$ cat src/rtl/vec_pkg.sv
// Shared definitions for the vector sequencer, vector register file and decoder:
// sequencer state encoding, default geometry and derived index widths.
package vec_pkg;

  typedef enum logic [1:0] {
    S_IDLE = 2'd0,
    S_RUN  = 2'd1,
    S_DONE = 2'd2
  } vec_state_t;

  localparam int unsigned NELEM_DEF = 4;
  localparam int unsigned NVREG_DEF = 8;

  // Index width that never collapses to zero bits for single-entry arrays.
  function automatic int unsigned clog2_min1(input int unsigned v);
    return (v > 1) ? $clog2(v) : 1;
  endfunction

  localparam int unsigned VRW_DEF = clog2_min1(NVREG_DEF);
  localparam int unsigned EW_DEF  = clog2_min1(NELEM_DEF);
  localparam int unsigned LW_DEF  = $clog2(NELEM_DEF + 1);

endpackage

$ cat src/rtl/vec_sequencer_elem_counter.sv
// Loadable element index counter; holds at len-1 and flags it as terminal count.
module elem_counter #(
  parameter int unsigned EW = 2,
  parameter int unsigned LW = 3
) (
  input  logic          clk,
  input  logic          reset,
  input  logic          load,
  input  logic          en,
  input  logic [LW-1:0] len_in,
  output logic [EW-1:0] elem,
  output logic          tc
);

  logic [LW-1:0] len_q;

  always_ff @(posedge clk) begin
    if (!reset) begin
      elem  <= '0;
      len_q <= '0;
    end else if (load) begin
      elem  <= '0;
      len_q <= len_in;
    end else if (en && !tc) begin
      elem <= elem + 1'b1;
    end
  end

  assign tc = (LW'(elem) == (len_q - 1'b1));

endmodule

$ cat src/rtl/vec_sequencer.sv
// Multi-cycle vector op controller: stalls the PC and walks one element per cycle
// through the shared ALU, addressing the vector register file from captured operands.
module vec_sequencer
  import vec_pkg::*;
#(
  parameter int unsigned NELEM = NELEM_DEF,
  parameter int unsigned NVREG = NVREG_DEF,
  parameter int unsigned VRW   = clog2_min1(NVREG),
  parameter int unsigned EW    = clog2_min1(NELEM),
  parameter int unsigned LW    = $clog2(NELEM + 1)
) (
  input  logic           clk,
  input  logic           reset,
  input  logic           start,
  input  logic [LW-1:0]  vlen,
  input  logic [VRW-1:0] vd,
  input  logic [VRW-1:0] vn,
  input  logic [VRW-1:0] vm,
  output logic           stall,
  output logic           busy,
  output logic           done,
  output logic [VRW-1:0] vrf_ra1,
  output logic [VRW-1:0] vrf_ra2,
  output logic [VRW-1:0] vrf_wa,
  output logic [EW-1:0]  vrf_elem,
  output logic           vrf_we
);

  localparam logic [LW-1:0] NELEM_L = LW'(NELEM);

  vec_state_t     state;
  logic [VRW-1:0] vd_q;
  logic [VRW-1:0] vn_q;
  logic [VRW-1:0] vm_q;
  logic           accept;
  logic [LW-1:0]  len_clamped;
  logic [EW-1:0]  elem;
  logic           tc;

  assign accept      = (state == S_IDLE) && start && (vlen != '0);
  assign len_clamped = (vlen > NELEM_L) ? NELEM_L : vlen;

  elem_counter #(
    .EW(EW),
    .LW(LW)
  ) u_elem_counter (
    .clk    (clk),
    .reset  (reset),
    .load   (accept),
    .en     (state == S_RUN),
    .len_in (len_clamped),
    .elem   (elem),
    .tc     (tc)
  );

  always_ff @(posedge clk) begin
    if (!reset) begin
      state <= S_IDLE;
      vd_q  <= '0;
      vn_q  <= '0;
      vm_q  <= '0;
    end else begin
      case (state)
        S_IDLE: begin
          if (accept) begin
            vd_q  <= vd;
            vn_q  <= vn;
            vm_q  <= vm;
            state <= S_RUN;
          end
        end
        S_RUN:   if (tc) state <= S_DONE;
        // start is still asserted by the same instruction here and must be ignored.
        S_DONE:  state <= S_IDLE;
        default: state <= S_IDLE;
      endcase
    end
  end

  // Gating with reset suppresses the write (and stall) in the cycle a reset lands.
  assign busy     = reset && (state == S_RUN);
  assign done     = reset && (state == S_DONE);
  assign vrf_we   = busy;
  assign stall    = reset && (accept || (state == S_RUN));
  assign vrf_elem = elem;
  assign vrf_wa   = vd_q;
  assign vrf_ra1  = vn_q;
  assign vrf_ra2  = vm_q;

endmodule

$ cat config.mk
export PLATFORM = sky130hd
export DESIGN_NAME = vec_sequencer
export DESIGN_NICKNAME = d
export VERILOG_FILES = /design/src/rtl/vec_pkg.sv /design/src/rtl/vec_sequencer_elem_counter.sv /design/src/rtl/vec_sequencer.sv
export SDC_FILE = /design/constraint.sdc
export NUM_CORES = 1
export LEC_CHECK = 0
export BUFFER_PORTS_ARGS = -buffer_cell sky130_fd_sc_hd__buf_4
export CORE_MARGIN = 2
export CORE_UTILIZATION = 47
export DETAILED_ROUTE_END_ITERATION = 12
export PLACE_DENSITY = 0.74
export SLEW_MARGIN = 20
export SYNTH_ARGS = -nofsm -noshare
export SYNTH_HDL_FRONTEND = slang
export SYNTH_HIERARCHICAL = 1
export SYNTH_SLANG_ARGS = --single-unit
$ cat constraint.sdc
create_clock -name clk -period 2.75 [get_ports clk]
set_clock_uncertainty 0.1 [all_clocks]
set_input_delay 0 -clock clk [delete_from_list [all_inputs] [get_ports clk]]
set_output_delay 0 -clock clk [all_outputs]
set_load 0.005 [all_outputs]
==> metrics <==
Cell variety after synth=31; Req. time, crit path=about 2.8 ns; Post-Place Cells=137; CTS clk-pin slew, worst paths=0.09 ns; Max Clk Rate=about 0.56 GHz; CTS Sinks=16; Tmin final=1.79 ns; Switching Share=0.256; combinational share of power=0.241; Antenna Violating Nets Remaining=0; GRT Util Overall=0.173; Worst EP arrival=approximately 1.8 ns; PortBufs=29; Startpoint Class=flip-flop; global route total overflow=0; sequential-to-total area share from yosys stat=0.381; clk_lat worst skew=roughly 0.28 ns; Util after Layout=0.709; Antenna Cells=0; Setup TNS Final=0 ns; gpl congestion=between 0.7 and 0.8; 1st-pass router iterations=4; Cell Area, Synth=around 840 sq um; Non-Filler Instances=~150; WS Path Type=reg2reg; clock root buffer=clkbuf_4; Sw Pwr=~140 uW; first-pass GRT wire length=between 2000 and 3000 um; via density per instance=slightly below 5; vias=746; leakage power=about 0.00055 uW; CP Max Fanout=14; syn_nets=between 100 and 150; Max-Cap Viols=0; internal cell power=between 400 and 500 uW; antenna violations before repair=0; RSZ-0062 raised after global routing=false; wire length per cell=roughly 11 um; FP Rows=15; Fin. Hold Viols=0; final instance area=1210 sq um; count of final setup violators=0; Final Total Pwr=549 uW; share of layout cells above drive strength 1=0.307; Die Wd=46.3 um; Setup crit end kind=flip-flop; worst hold-check path type=in2reg; drt drc=0; Detailed Route WL=approximately 1700 um; Gate Count Post-Synth=between 80 and 90; Core ar.=between 1500 and 2000 sq um; Num CTS Buffers=3; CTS Hold Buffers Added=11; Slew Limit Fails=0; Iteration-0 DRC Markers=5; Area growth syn-to-layout=44.0%; Bufs on Longest Clock Path=2; largest net degree at the start of global routing=34; vias in the first global route=between 600 and 700; Tightest Pin Transition=roughly 0.53 ns; post-CTS setup buffer count=0; flops & latches, synth=16; Yosys warnings=6; post-CTS sizing=0; Starting Density=0.492; Die Ht=roughly 46 um; syn_area_per_cell=between 9 and 10 sq um; Rel. slew slack=0.647; clock power share=0.281; die area=around 2100 sq um; Peak VDD IR=315 uV; final period utilization=0.650; CTS tree=built; Ports=30; H-tree depth=1; part of the power in registers=0.477; outcome=finished clean; PwrDens=453 nW/um^2; dpl hpwl=roughly 1100 um; Final #Nets=roughly 140; Placed Area=around 1100 sq um
-- worst paths after layout --
| check | depth (start not counted) | from | end | slack (ns) |
|---|---|---|---|---|
| worst min-delay path | 4 | vlen[1] | u_elem_counter/len_q[1] | 0.02 |
| worst min register to register | 2 | vrf_wa[1] | vrf_wa[1] | 0.36 |
| worst max-delay path | 5 | state[1] | u_elem_counter/elem[1] | 0.96 |
| worst max register to register | 5 | state[1] | u_elem_counter/elem[1] | 0.96 |
-- stage by stage --
step / setup slack [ns] / hold WS (ns)
2_1_floorplan: 0.853 / 0.0282
3_3_place_gp: 1.02 / 0.157
3_5_place_dp: 0.981 / 0.166
4_1_cts: 0.960 / 0.0108
5_1_grt: 0.886 / 0.0283
6_report: 0.962 / 0.0169
-- area by class of cell --
type / instances / area, sq um
multi-input combinational: 63 / 473
tap: 25 / 31.3
timing repair buffer: 42 / 343
sequential: 16 / 320
fill: 126 / 497
clock buffer: 4 / 36.3
inverter: 2 / 7.51
-- cell usage in the layout (no fill, tap or decap), types with 2 or more instances in the layout --
master         instances
and4bb_1               2
nand2_1               18
nor2b_1                5
nor4bb_1               3
clkbuf_4               3
mux2i_1               12
nand3b_1               2
xnor2_1                2
buf_4                 31
dlygate4sd3_1         11
inv_1                  2
and2b_2                2
dfxtp_1               16
o21a_1                 2
-- power groups by stage --
| stage | Sequential (uW) | Clock [uW] | Combinational, uW |
|---|---|---|---|
| 2_1_floorplan | 266 | 0 | 69.8 |
| 3_3_place_gp | 266 | 0 | 118 |
| 3_5_place_dp | 267 | 0 | 119 |
| 4_1_cts | 262 | 160 | 132 |
| 5_1_grt | 264 | 169 | 145 |
| 6_report | 262 | 154 | 132 |
-- kinds of logic (layout without fill, tap and decap cells) --
group | count (synthesis) | in the layout | share of synthesized area
muxes | 12 | 12 | 0.143
adders and majority gates | 1 | 1 | 0.0149
xor gates and xnor gates | 3 | 3 | 0.0313
DFF | 16 | 16 | 0.381
AOI/OAI and AO/OA | 7 | 7 | 0.0670
and+or+nand+nor | 40 | 40 | 0.307
buffers and inverters | 8 | 48 | 0.0566
-- synth_stat cells --
cell            n  area share
nand2_1        18       0.080
dfxtp_1        16        0.38
mux2i_1        12        0.14
nor2b_1         5       0.037
nor4bb_1        3       0.036
and2b_2         2       0.021
and4bb_1        2       0.030
clkbuf_1        2      0.0089
inv_1           2      0.0089
nand3b_1        2       0.018
o21a_1          2       0.018
xnor2_1         2       0.021
a211o_1         1       0.010
a21o_1          1      0.0089
a311oi_1        1       0.010
and2_1          1      0.0074
and3_1          1      0.0074
and3b_1         1       0.010
buf_2           1      0.0059
buf_4           1      0.0089
buf_6           1       0.013
dlygate4sd1_1   1       0.010
ha_1            1       0.015
nor2_1          1      0.0045
nor3_2          1       0.012
nor4_1          1      0.0074
nor4b_4         1       0.028
o211ai_1        1      0.0089
o311ai_1        1       0.010
or2_1           1      0.0074
xor2_1          1       0.010
-- worst max-delay path, cell delays in order (launching register included) --
cell and delay (ns):
dfxtp_1 0.35, nor4b_4 0.30, buf_4 0.27, and4bb_1 0.24, a311oi_1 0.24, o311ai_1 0.16
-- state kept, by name (all words and copies together) (netlist names) --
name / flops
u_elem_counter/elem: 2
vrf_ra2: 3
vrf_wa: 3
state: 2
u_elem_counter/len_q: 3
vrf_ra1: 3
-- routing by layer --
layer / track usage / wire length, um
met5: 0 / 0
met2: 0.278 / 850
met1: 0.225 / 766
met4: 0.0686 / 23
met3: 0.0353 / 58
(Power assumes the default switching activity.)
